==> config.mk <==
export PLATFORM = sky130hd
export DESIGN_NAME = mips_mc_control_hs
export DESIGN_NICKNAME = d
export VERILOG_FILES = /design/src/rtl/mips_mc_control_hs.sv
export SDC_FILE = /design/constraint.sdc
export NUM_CORES = 1
export LEC_CHECK = 0
export BUFFER_PORTS_ARGS = -buffer_cell sky130_fd_sc_hd__clkbuf_2
export CORE_AREA = 3 3 69 71
export CTS_BUF_LIST = sky130_fd_sc_hd__clkbuf_2
export DETAILED_ROUTE_END_ITERATION = 10
export DIE_AREA = 0 0 72 74
export PLACE_DENSITY_LB_ADDON = 0.2
export SETUP_SLACK_MARGIN = 0.5
export SYNTH_ARGS = -nofsm -noshare
export SYNTH_HDL_FRONTEND = slang
export SYNTH_SLANG_ARGS = --single-unit
==> constraint.sdc <==
create_clock -name clk -period 2.3 [get_ports clk]
set_input_delay 0.23 -clock clk [delete_from_list [all_inputs] [get_ports clk]]
set_output_delay 0.23 -clock clk [all_outputs]
set_load 0.005 [all_outputs]
==> src/rtl/mips_mc_control_hs.sv <==
// mips_mc_control_hs: multicycle MIPS control FSM driving the shared datapath muxes/enables,
// with a request/ready memory handshake and timeout into a sticky ERROR state.
// Latency: outputs decode the current state; FETCH write enables and the MEM_WR retire
// also follow mem_ready in the same cycle. Memory stalls are unbounded unless MEM_TIMEOUT > 0.
// Backpressure: mem_req is held until mem_ready; mem_ready is ignored while mem_req is low.
// Optional: define MIPS_CTRL_PERF_CNT_EN to add the cycle/instr/stall performance counters.
module mips_mc_control_hs #(
   parameter int MEM_TIMEOUT = 16,
   parameter int TO_W        = 5,
   parameter int STATE_W     = 5
) (
   input  logic               clk,
   input  logic               rst,
   input  logic [5:0]         op_code,
   input  logic [5:0]         funct,
   input  logic               mem_ready,
   output logic               mem_req,
   output logic               PCWrite,
   output logic               PCWriteCond,
   output logic               IorD,
   output logic               MemWrite,
   output logic               IRWrite,
   output logic               ALUSrcA,
   output logic               RegWrite,
   output logic               EQorNE,
   output logic               Error,
   output logic [1:0]         ALUSrcB,
   output logic [1:0]         PCSource,
   output logic [1:0]         RegDst,
   output logic [1:0]         MemtoReg,
   output logic [2:0]         ALUOp,
   output logic               retire,
   output logic [STATE_W-1:0] state
`ifdef MIPS_CTRL_PERF_CNT_EN
   ,
   output logic [31:0]        cycle_cnt,
   output logic [31:0]        instr_cnt,
   output logic [31:0]        stall_cnt
`endif
);

   // Opcode / funct codes (MIPS-I encodings, shared with the datapath defines)
   localparam logic [5:0] OP_RTYPE = 6'b000000;
   localparam logic [5:0] OP_J     = 6'b000010;
   localparam logic [5:0] OP_JAL   = 6'b000011;
   localparam logic [5:0] OP_BEQ   = 6'b000100;
   localparam logic [5:0] OP_BNE   = 6'b000101;
   localparam logic [5:0] OP_ADDI  = 6'b001000;
   localparam logic [5:0] OP_SLTI  = 6'b001010;
   localparam logic [5:0] OP_ANDI  = 6'b001100;
   localparam logic [5:0] OP_ORI   = 6'b001101;
   localparam logic [5:0] OP_XORI  = 6'b001110;
   localparam logic [5:0] OP_LW    = 6'b100011;
   localparam logic [5:0] OP_SW    = 6'b101011;
   localparam logic [5:0] FN_JR    = 6'b001000;

   // ALU operation codes understood by the ALU control block
   localparam logic [2:0] ALU_AND  = 3'b000;
   localparam logic [2:0] ALU_OR   = 3'b001;
   localparam logic [2:0] ALU_ADD  = 3'b010;
   localparam logic [2:0] ALU_XOR  = 3'b011;
   localparam logic [2:0] ALU_RT   = 3'b100;  // decode from funct
   localparam logic [2:0] ALU_SUB  = 3'b110;
   localparam logic [2:0] ALU_SLT  = 3'b111;

   // Timeout fires on the cycle the counter would step onto MEM_TIMEOUT
   localparam bit             TO_EN   = (MEM_TIMEOUT > 0);
   localparam logic [TO_W-1:0] TO_LAST = TO_W'((MEM_TIMEOUT > 0) ? MEM_TIMEOUT - 1 : 0);

   typedef enum logic [4:0] {
      FETCH    = 5'd0,
      DECODE   = 5'd1,
      EXEC_R   = 5'd2,
      WB_R     = 5'd3,
      EXEC_I   = 5'd4,
      WB_I     = 5'd5,
      MEM_ADDR = 5'd6,
      MEM_RD   = 5'd7,
      MEM_WB   = 5'd8,
      MEM_WR   = 5'd9,
      EXEC_J   = 5'd10,
      EXEC_JR  = 5'd11,
      EXEC_JAL = 5'd12,
      BRANCH   = 5'd13,
      ERROR    = 5'd14
   } state_t;

   state_t          state_q, state_d;
   logic [TO_W-1:0] to_q, to_d;
   logic            stall;
   logic            timeout_hit;

   assign state       = STATE_W'(state_q);
   assign stall       = mem_req && !mem_ready;
   assign timeout_hit = TO_EN && stall && (to_q == TO_LAST);

   // Datapath controls decoded from the current state; reset forces every enable low
   // in the same cycle so an in-flight access is dropped without a write.
   always_comb begin
      mem_req     = 1'b0;
      PCWrite     = 1'b0;
      PCWriteCond = 1'b0;
      IorD        = 1'b0;
      MemWrite    = 1'b0;
      IRWrite     = 1'b0;
      ALUSrcA     = 1'b0;
      RegWrite    = 1'b0;
      EQorNE      = 1'b1;
      Error       = 1'b0;
      ALUSrcB     = 2'b01;
      PCSource    = 2'b00;
      RegDst      = 2'b00;
      MemtoReg    = 2'b00;
      ALUOp       = ALU_ADD;
      retire      = 1'b0;
      if (!rst) begin
         case (state_q)
            FETCH: begin
               mem_req = 1'b1;
               IRWrite = mem_ready;
               PCWrite = mem_ready;
            end
            DECODE: begin
               ALUSrcB = 2'b11;
            end
            EXEC_R: begin
               ALUSrcA = 1'b1;
               ALUSrcB = 2'b00;
               ALUOp   = ALU_RT;
            end
            WB_R: begin
               RegWrite = 1'b1;
               RegDst   = 2'b01;
               retire   = 1'b1;
            end
            EXEC_I: begin
               ALUSrcA = 1'b1;
               ALUSrcB = 2'b10;
               case (op_code)
                  OP_ANDI: ALUOp = ALU_AND;
                  OP_ORI:  ALUOp = ALU_OR;
                  OP_XORI: ALUOp = ALU_XOR;
                  OP_SLTI: ALUOp = ALU_SLT;
                  default: ALUOp = ALU_ADD;
               endcase
            end
            WB_I: begin
               RegWrite = 1'b1;
               retire   = 1'b1;
            end
            MEM_ADDR: begin
               ALUSrcA = 1'b1;
               ALUSrcB = 2'b10;
            end
            MEM_RD: begin
               mem_req = 1'b1;
               IorD    = 1'b1;
            end
            MEM_WB: begin
               RegWrite = 1'b1;
               MemtoReg = 2'b01;
               retire   = 1'b1;
            end
            MEM_WR: begin
               mem_req  = 1'b1;
               IorD     = 1'b1;
               MemWrite = 1'b1;
               retire   = mem_ready;
            end
            EXEC_J: begin
               PCWrite  = 1'b1;
               PCSource = 2'b10;
               retire   = 1'b1;
            end
            EXEC_JR: begin
               PCWrite  = 1'b1;
               PCSource = 2'b11;
               retire   = 1'b1;
            end
            EXEC_JAL: begin
               PCWrite  = 1'b1;
               PCSource = 2'b10;
               RegWrite = 1'b1;
               RegDst   = 2'b10;
               MemtoReg = 2'b10;
               retire   = 1'b1;
            end
            BRANCH: begin
               ALUSrcA     = 1'b1;
               ALUSrcB     = 2'b00;
               ALUOp       = ALU_SUB;
               PCWriteCond = 1'b1;
               PCSource    = 2'b01;
               EQorNE      = (op_code == OP_BEQ);
               retire      = 1'b1;
            end
            ERROR: begin
               Error = 1'b1;
            end
            default: begin
               Error = 1'b1;
            end
         endcase
      end
   end

   // Next-state selection: handshake waits, opcode dispatch, timeout escape
   always_comb begin
      state_d = state_q;
      case (state_q)
         FETCH: begin
            if (mem_ready)        state_d = DECODE;
            else if (timeout_hit) state_d = ERROR;
         end
         DECODE: begin
            case (op_code)
               OP_RTYPE:                                   state_d = (funct == FN_JR) ? EXEC_JR : EXEC_R;
               OP_ANDI, OP_ORI, OP_XORI, OP_SLTI, OP_ADDI: state_d = EXEC_I;
               OP_LW, OP_SW:                               state_d = MEM_ADDR;
               OP_J:                                       state_d = EXEC_J;
               OP_JAL:                                     state_d = EXEC_JAL;
               OP_BEQ, OP_BNE:                             state_d = BRANCH;
               default:                                    state_d = ERROR;
            endcase
         end
         EXEC_R:   state_d = WB_R;
         EXEC_I:   state_d = WB_I;
         MEM_ADDR: begin
            if (op_code == OP_LW)      state_d = MEM_RD;
            else if (op_code == OP_SW) state_d = MEM_WR;
            else                       state_d = ERROR;
         end
         MEM_RD: begin
            if (mem_ready)        state_d = MEM_WB;
            else if (timeout_hit) state_d = ERROR;
         end
         MEM_WR: begin
            if (mem_ready)        state_d = FETCH;
            else if (timeout_hit) state_d = ERROR;
         end
         WB_R, WB_I, MEM_WB, EXEC_J, EXEC_JR, EXEC_JAL, BRANCH: state_d = FETCH;
         ERROR:    state_d = ERROR;
         default:  state_d = ERROR;
      endcase
   end

   // Wait counter restarts on every state change, so each access gets a fresh budget;
   // it saturates so a disabled timeout never wraps.
   always_comb begin
      to_d = to_q;
      if (state_d != state_q)
         to_d = '0;
      else if (stall && (to_q != {TO_W{1'b1}}))
         to_d = to_q + 1'b1;
   end

   // State and wait-counter registers
   always_ff @(posedge clk) begin
      if (rst) begin
         state_q <= FETCH;
         to_q    <= '0;
      end else begin
         state_q <= state_d;
         to_q    <= to_d;
      end
   end

`ifdef MIPS_CTRL_PERF_CNT_EN
   logic [31:0] cycle_cnt_q, instr_cnt_q, stall_cnt_q;

   assign cycle_cnt = cycle_cnt_q;
   assign instr_cnt = instr_cnt_q;
   assign stall_cnt = stall_cnt_q;

   // Performance counters: free-running modulo 2^32, frozen once the FSM is in ERROR
   always_ff @(posedge clk) begin
      if (rst) begin
         cycle_cnt_q <= '0;
         instr_cnt_q <= '0;
         stall_cnt_q <= '0;
      end else if (state_q != ERROR) begin
         cycle_cnt_q <= cycle_cnt_q + 32'd1;
         if (retire) instr_cnt_q <= instr_cnt_q + 32'd1;
         if (stall)  stall_cnt_q <= stall_cnt_q + 32'd1;
      end
   end
`endif

endmodule

# ---- Word-level counts from Yosys, hierarchy flattened
# Index checks and enable logic that the tools add are counted.
# Widths: inputs -> output; s select.
dict set report word_totals {
  register_bits 10
  latchBits 0
  ram_bits 0
  mem_bits_ro 0
  inputBits 15
  output_inout_bits 27
  elab_cells 93
  memories 0
}
dict set report classes {
  add_sub_neg 1
  n_mul 0
  n_div 0
  order_cmp 0
  n_eq_ne 28
  shift 0
  muxes 42
  bitwise_logic 0
  reduce_logical 20
}
# cell n
set op_table {}
lappend op_table {{$pmux 5 s8} 1}
lappend op_table {{$eq 6x4->1 const B} 6}
lappend op_table {{$eq 5x4->1 const B} 7}
lappend op_table {{$pmux 4 s6} 1}
lappend op_table {{$eq 5x3->1 const B} 4}
lappend op_table {{$mux 1} 20}
lappend op_table {{$mux 5} 4}
lappend op_table {{$reduce_or 14->1} 1}
lappend op_table {{$reduce_or 2->1} 7}
lappend op_table {{$eq 6x2->1 const B} 2}
lappend op_table {{$eq 6x3->1 const B} 2}
lappend op_table {{$eq 6x6->1 const B} 2}
lappend op_table {{$pmux 2 s3} 2}
lappend op_table {{$pmux 3 s4} 1}
lappend op_table {{$eq 5x2->1 const B} 2}
lappend op_table {{$pmux 3 s3} 1}
lappend op_table {{$mux 2} 4}
lappend op_table {{$mux 4} 2}
lappend op_table {{$pmux 2 s2} 2}
lappend op_table {{$reduce_or 4->1} 2}
lappend op_table {{$reduce_or 7->1} 1}
lappend op_table {{$logic_not 6->1} 1}
lappend op_table {{$mux 3} 2}
lappend op_table {{$reduce_or 3->1} 2}
lappend op_table {{other kinds (9)} 12}

# ---- Longest topological paths before layout
# Gate-level depths: netlist of run 1.
dict set report depth {
  ltp_word 11
  ltp_mapped 10
  ltp_nobuf 9
}

# ---- Worst setup path after synthesis of run 1
# Ideal clock, no wire load.
dict set report synth_path {
  kind {reg2reg}
  from {register to_q[0]}
  to {register to_q[0]}
  setup_time_ns 0.134
  t_arrival_ns 2.166
  path_slack_ns 0.000
  path_stages_with_launch 11
  synth_period_minus_slack_ns 2.300
  path_cell_list {dfxtp_1 -> ha_1 -> and3_1 -> ha_1 -> nor4b_1 -> and3_1 -> or2_1 -> buf_6 -> o31a_1 -> o21ai_1 -> nor4_1}
}
dict set report synth_via {
  elab_chain_len 7
}
# item line
set synth_rtl {}
lappend synth_rtl {{start, declared} 89} ;# logic [TO_W-1:0] to_q, to_d;
lappend synth_rtl {{start signal, assigned} 264} ;# to_q <= to_d;
lappend synth_rtl {{$eq 5x4->1} 95} ;# assign timeout_hit = TO_EN && stall && (to_q == TO_LAST);
lappend synth_rtl {{$logic_and 1x1->1} 95}
lappend synth_rtl {{$mux 5} {213, 235, 239}}
lappend synth_rtl {{$mux 5, on equally long branches} {238, 212, 234}}
lappend synth_rtl {{$pmux 5 s8} 210} ;# case (state_q)
lappend synth_rtl {{$ne 5x5->1} 251} ;# if (state_d != state_q)
lappend synth_rtl {{$reduce_or 2->1 (no line)} -}
# Parallel ways exist; a longest one is shown, timed or not.
# A chain may end at the register's enable or synchronous reset.

# ---- Worst setup path after layout of run 1
dict set report layout_path {
  from {register to_q[0]}
  to {register to_q[3]}
}
# The elaborated chain is that of the path after synthesis.

==> out/summary.md, run 1 <==
## Placed design
* **number of buffers inserted by port buffering** 41
* **global placer's final weighted congestion** 0.8086
* **Detail Placement HPWL** 3091 um
* **# placed instances** 269

## Timing
* **Final min period** 2.222 ns
* **RSZ-0062 raised after global routing** yes
* **final critical-path share of the clock period** 96.62%
* **Highest Clock Rate** 0.4500 GHz
* **minimum hold slack** 0.2794 ns
* **max-slew violation count** 0
* **Setup Viol. Count Final** 0
* **number of hold violations in the final report** 0
* **final setup skew** 0.0005441 ns

## Worst setup path
* **biggest fanout along the worst timing path** 6
* **dominant delay contributor by cell family on the critical path** compound AO/OA/AOI/OAI gates
* **logic depth of the worst register-to-register path** 9
* **Reg2Reg Capture Point** to_q[3]
* **startpoint-to-endpoint class of the critical path** reg -> reg
* **Max stage delay cell, worst path** dfxtp_2
* **register-to-register setup slack** 0.08 ns
* **kind of end point of the critical path** flop
* **delay of the slowest critical-path stage** 0.35 ns
* **Worst EP arrival** 2.37 ns
* **startpoint type of the worst setup path** flop
* **required time of the critical path** 2.45 ns
* **Most common cell on crit path** ha_4
* **CP cell instances** ha_4 -> and3_4 -> ha_4 -> nor4b_4 -> a21bo_2 -> or2_4 -> o31a_1 -> o21ai_4 -> nor4_1
* **start of the worst register-to-register path** to_q[0]
* **number of buffer and inverter instances along the worst setup path** 0

## Worst hold path
* **Min-Delay Startpoint** rst
* **kind of path behind the tightest hold check** in -> reg
* **Min-Delay Endpoint** state[3]
* **instance count along the most critical hold path** 2

## Floorplan
* **Die Wd** 72 um
* **number of cell rows** 24
* **die area** 5328 um^2
* **IO Pins** 42
* **Chip Height** 74 um
* **starting utilization of the core area** 29.08%
* **core outline area** 4294 um^2

## Synthesis
* **Avg Cell Area, Syn** 7.015 um^2
* **count of warnings emitted by yosys** 0
* **commonest register cell after synthesis** dfxtp_1
* **number of synthesized register bits** 10
* **fraction of synthesis flops using an asynchronous set or reset pin** 0%
* **gate count of the mapped netlist** 178
* **sequential area share after synthesis** 16.03%
* **Distinct cells, synth** 55
* **EDFF count, synth** 0
* **Synth Cell Area** 1249 um^2
* **synthesized net count** 196

## Detailed routing
* **number of nets with antenna violations after detailed routing** 0
* **final wirelength** 4511 um
* **drt via density** 5.429
* **total number of vias** 1596
* **drt wl/cell** 15.34 um
* **DRC violation total after the first TritonRoute iteration** 97
* **number of iterations in the first detailed-routing pass** 4
* **number of remaining DRC errors** 0

## Finish
* **number of nets at the end of the flow** 261
* **final cell count without fillers** 294
* **final antenna diode count** 0
* **layout cells sized above 1** 52.07%
* **synthesis-to-layout area growth** 65.33%

## Global route
* **largest net degree at the start of global routing** 21
* **global-route wire length before repair** 6713 um
* **GRT Resource Usage Total** 15.76%
* **antenna violations before repair** 0
* **total overflow reported by the global router** 0
* **vias in the first global route** 1430

## Pwr
* **Max IR drop VDD** 223.2 uV
* **leakage power figure** 0.8347 nW
* **power density cells** 301.9 nW/um^2
* **Total Power** 0.6232 mW

## Clocking
* **Skew-Pair Late Insertion Delay** 0.26 ns
* **TritonCTS clock tree** done
* **clock sink total** 10
* **master cell of the clock root buffer** clkbuf_2
* **clock transition at the registers of the reported paths** 0.10 ns
* **number of buffers created by CTS** 3
* **worst-case clock buffer depth** 2
* **total number of H-tree levels** 1

## Outcome
* **status** completed

## Flow run
* **Max Cap Violations** 0

-- metal layers --
layer / GRT usage, % / wire length (um) / vias to the layer above
li1: - / - / 785
met1: 19.87 / 1915 / 751
met2: 27.14 / 2250 / 48
met3: 1.757 / 231 / 12
met4: 7.098 / 113 / 0
met5: 0 / 0 / -
-- sequential cells by signal, summed over array words and instances, names as in the netlist --
signal and cells:
state 5, to_q 5
-- layout by cell type, fill, tap and decap left out, types with 3 or more instances in the layout --
cell type   n
nor3_2      4
nor2_1     18
nand4b_1    4
buf_2       7
nand2_1    14
nor2_4      3
buf_4      19
nor3_1      5
nand3b_1    3
dfxtp_1     3
mux2i_1     3
inv_1       4
nor4_1      7
o21ai_1     3
nand2b_1    3
and3_1      4
nor2b_4     3
dfxtp_2     3
buf_6       8
dfxtp_4     4
clkbuf_2   38
o21ai_0     5
a21oi_1     5
a21oi_2     4
-- report_power, final --
group | switching [mW] | internal (mW)
Sequential | 0.0143 | 0.179
Combinational | 0.169 | 0.161
Clock | 0.0626 | 0.0378
-- timing repair --
action / in CTS / in global routing
setup endpoints to repair: 25 / 23
gates resized for setup: 28 / 39
gates cloned: 1 / 0
buffers inserted: 12 / 8
pin swaps: 7 / 17
hold buffers: 0 / 0
-- how the worst max path moves through the flow --
stage | from | cells after the start | end | slack [ns]
6_report | to_q[0] | 9 | to_q[3] | 0.08
5_1_grt | to_q[0] | 9 | to_q[0] | -0.02
4_1_cts | to_q[1] | 9 | to_q[0] | 0.10
3_5_place_dp | to_q[1] | 9 | to_q[1] | 0.008
3_3_place_gp | to_q[1] | 9 | to_q[1] | 0.02
2_1_floorplan | to_q[1] | 10 | to_q[0] | 0.19
-- cell usage after synthesis, drive strengths merged (4+ instances only) --
| library cell | number | area (um^2) |
|---|---|---|
| nor2 | 21 | 78.83 |
| nand2 | 15 | 56.30 |
| dfxtp | 10 | 200.2 |
| nor3 | 10 | 55.05 |
| nor4 | 10 | 68.81 |
| a21oi | 9 | 45.04 |
| buf | 9 | 48.80 |
| o21ai | 9 | 45.04 |
| and3 | 5 | 31.28 |
| clkbuf | 5 | 18.77 |
| nor2b | 5 | 31.28 |
| inv | 4 | 15.01 |
| nand2b | 4 | 25.02 |
| nand4b | 4 | 35.03 |
| or2 | 4 | 25.03 |
-- cells by family (layout without fill, tap and decap cells) --
logic type | Yosys count | after routing | synth area share (%)
buf+inv | 18 | 82 | 6.613
fa+ha+maj | 3 | 3 | 3.006
xor+xnor | 6 | 6 | 4.209
mux | 3 | 3 | 2.405
simple gates | 96 | 96 | 43.69
flops | 10 | 10 | 16.03
other cells | 1 | 1 | 0.3003
compound gates | 41 | 41 | 23.75
-- area by class of cell --
cell class | instances | area [um^2]
Fill cell | 425 | 2230
Inverter | 4 | 15.01
Sequential cell | 10 | 219.0
Timing Repair Buffer | 74 | 545.5
Multi-Input combinational cell | 150 | 1201
Tap cell | 52 | 65.06
Clock buffer | 3 | 15.01
Clock inverter | 1 | 3.754
-- through the flow --
step / cell area, um^2 / setup WS, ns / utilization, % / TNS (ns)
final: 2064 / 0.07777 / 48.08 / 0
after global routing: 2064 / -0.01898 / 48.08 / -0.01898
after CTS: 1866 / 0.1034 / 43.44 / 0
after detailed placement: 1635 / 0.008230 / 38.08 / 0
after global placement: 1635 / 0.02399 / 38.08 / 0
after floorplan: 1318 / 0.1904 / - / 0
Power figures use the tool's default switching activity.
==> run 2, diff against run 1 <==
clock period = 2.2 ns   (was 2.3 ns; I/O delays follow)
==> run 2 against run 1 <==
Critical path depth rose by 1; design area rose by 6.5%; combinational power rose by 13%; clock-buffer cell count did not move; critical path type unchanged; die area did not move; worst hold slack improved by 0.15 ns; sequential cell count did not move; wire length fell by 2.3%; critical endpoint is now to_q[2]; clock skew rose by 0.0037 ns; non-clock buffer count rose by 5; global-route usage rose by 0.37 points.
==> out/summary.md, run 2 (synthesized netlist as in run 1, its figures left out) <==
## Worst setup path
* **dominant delay contributor by cell family on the critical path** simple AND/OR/NAND/NOR gates
* **Most common cell on crit path** ha_4
* **startpoint-to-endpoint class of the critical path** reg -> reg
* **register-to-register setup slack** 0.008 ns
* **number of buffer and inverter instances along the worst setup path** 1
* **logic depth of the worst register-to-register path** 10
* **start of the worst register-to-register path** to_q[0]
* **Max stage delay cell, worst path** dfxtp_2
* **biggest fanout along the worst timing path** 6
* **startpoint type of the worst setup path** flop
* **Reg2Reg Capture Point** to_q[2]
* **delay of the slowest critical-path stage** 0.35 ns
* **required time of the critical path** 2.33 ns
* **Worst EP arrival** 2.32 ns
* **kind of end point of the critical path** flop
* **CP cell instances** ha_4 -> and3_4 -> ha_4 -> nor4b_4 -> a21bo_2 -> or2_4 -> buf_6 -> o21a_1 -> o22ai_4 -> nor4_1

## Finish
* **Finished Core Util** 51.19%
* **final antenna diode count** 0
* **layout cells sized above 1** 58.54%
* **number of nets at the end of the flow** 266
* **top library cells by usage in the layout, fill and taps aside** 33 x clkbuf_2, 20 x buf_4, 16 x nor2_1
* **leading cell type in the layout, fill and taps excluded** clkbuf_2
* **Layout Cell Area excl Fill** 2198 um^2
* **synthesis-to-layout area growth** 76.05%

## Worst hold path
* **Min-Delay Startpoint** rst
* **Min-Delay Endpoint** state[2]
* **instance count along the most critical hold path** 3
* **kind of path behind the tightest hold check** in -> reg

## Floorplan
* **die area** 5328 um^2
* **core outline area** 4294 um^2
* **IO Pins** 42
* **Chip Height** 74 um
* **number of cell rows** 24
* **starting utilization of the core area** 29.08%
* **Die Wd** 72 um

## Placed design
* **placed cell areas** 1655 um^2
* **number of buffers inserted by port buffering** 41
* **Detail Placement HPWL** 3152 um
* **global placer's final weighted congestion** 0.8680
* **worst setup slack before clock tree synthesis** -0.07130 ns

## Timing
* **number of hold violations in the final report** 0
* **Tightest Pin Transition** 0.5668 ns
* **final setup skew** 0.004276 ns
* **RSZ-0062 raised after global routing** yes
* **remaining max-slew budget at the tightest pin** 61.81%
* **smallest setup slack after layout** 0.008160 ns
* **Highest Clock Rate** 0.4562 GHz
* **max-slew violation count** 0
* **Setup Viol. Count Final** 0
* **Final min period** 2.192 ns
* **Total Neg Setup Slack** 0 ns
* **final critical-path share of the clock period** 99.63%

## Global route
* **global-route wire length before repair** 6913 um
* **vias in the first global route** 1464
* **largest net degree at the start of global routing** 12
* **GRT Resource Usage Total** 16.12%
* **antenna violations before repair** 0
* **total overflow reported by the global router** 0

## Clocking
* **TritonCTS clock tree** done
* **number of buffers created by CTS** 3
* **Skew-Pair Late Insertion Delay** 0.24 ns
* **worst-case clock buffer depth** 2
* **master cell of the clock root buffer** clkbuf_2
* **total number of H-tree levels** 1
* **clock transition at the registers of the reported paths** 0.09 ns
* **clock sink total** 10

## Detailed routing
* **total number of vias** 1566
* **drt wl/cell** 14.80 um
* **number of iterations in the first detailed-routing pass** 4
* **number of remaining DRC errors** 0
* **final wirelength** 4409 um
* **drt via density** 5.255
* **number of nets with antenna violations after detailed routing** 0
* **DRC violation total after the first TritonRoute iteration** 77

## Pwr
* **leakage power figure** 0.8718 nW
* **power density cells** 304.0 nW/um^2
* **Max IR drop VDD** 297.0 uV
* **Total Power** 0.6682 mW

## Flow run
* **Max Cap Violations** 0

## Outcome
* **status** completed

## run 2: power by group
part	internal [mW]	switching (mW)
combinational	0.183	0.191
clock	0.0372	0.0562
sequential	0.187	0.0141
## run 2: final cells by class
class / instances / area (um^2)
Clock buffer: 3 / 15.01
Fill cell: 423 / 2096
Inverter: 4 / 15.01
Multi-Input combinational cell: 150 / 1280
Sequential cell: 10 / 219.0
Tap cell: 52 / 65.06
Timing Repair Buffer: 79 / 604.3
## run 2: worst register-to-register path: stages (launching register included)
cell     delay, ns
dfxtp_2       0.35
ha_4          0.16
and3_4        0.17
ha_4          0.15
nor4b_4       0.12
a21bo_2       0.22
or2_4         0.30
buf_6         0.13
o21a_1        0.18
o22ai_4       0.20
nor4_1        0.09
## run 2: per-layer routing
metal	track usage [%]	routed length, um	part of all wire, %	vias to the layer above
li1	-	-	-	788
met1	20.85	1981	45	737
met2	28.78	2205	50	35
met3	1.892	171	3.9	6
met4	3.758	51	1.2	0
met5	0	0	0	-
## run 2: worst max-delay path by stage
stage	startpoint	end	slack, ns	depth (start not counted)
after floorplan	to_q[1]	to_q[0]	0.09	10
after global placement	to_q[1]	to_q[1]	-0.05	10
after detailed placement	to_q[1]	to_q[0]	-0.07	10
after CTS	to_q[0]	to_q[0]	0.02	9
after global routing	to_q[0]	to_q[4]	-0.11	9
final	to_q[0]	to_q[2]	0.008	10
## run 2: per-stage QoR
step / cells / hold slack, ns
finish: 298 / 0.4334
global route: 298 / 0.4282
detailed placement: 275 / 0.5989
CTS: 288 / 0.4029
floorplan: 178 / 0.5093
global placement: 275 / 0.6050
## run 2: what timing repair did
action,CTS,global route
pin swaps,19,15
setup buffers,9,10
endpoints found under the setup margin,27,26
hold buffers,0,0
gates cloned,1,0
gates resized for setup,39,60
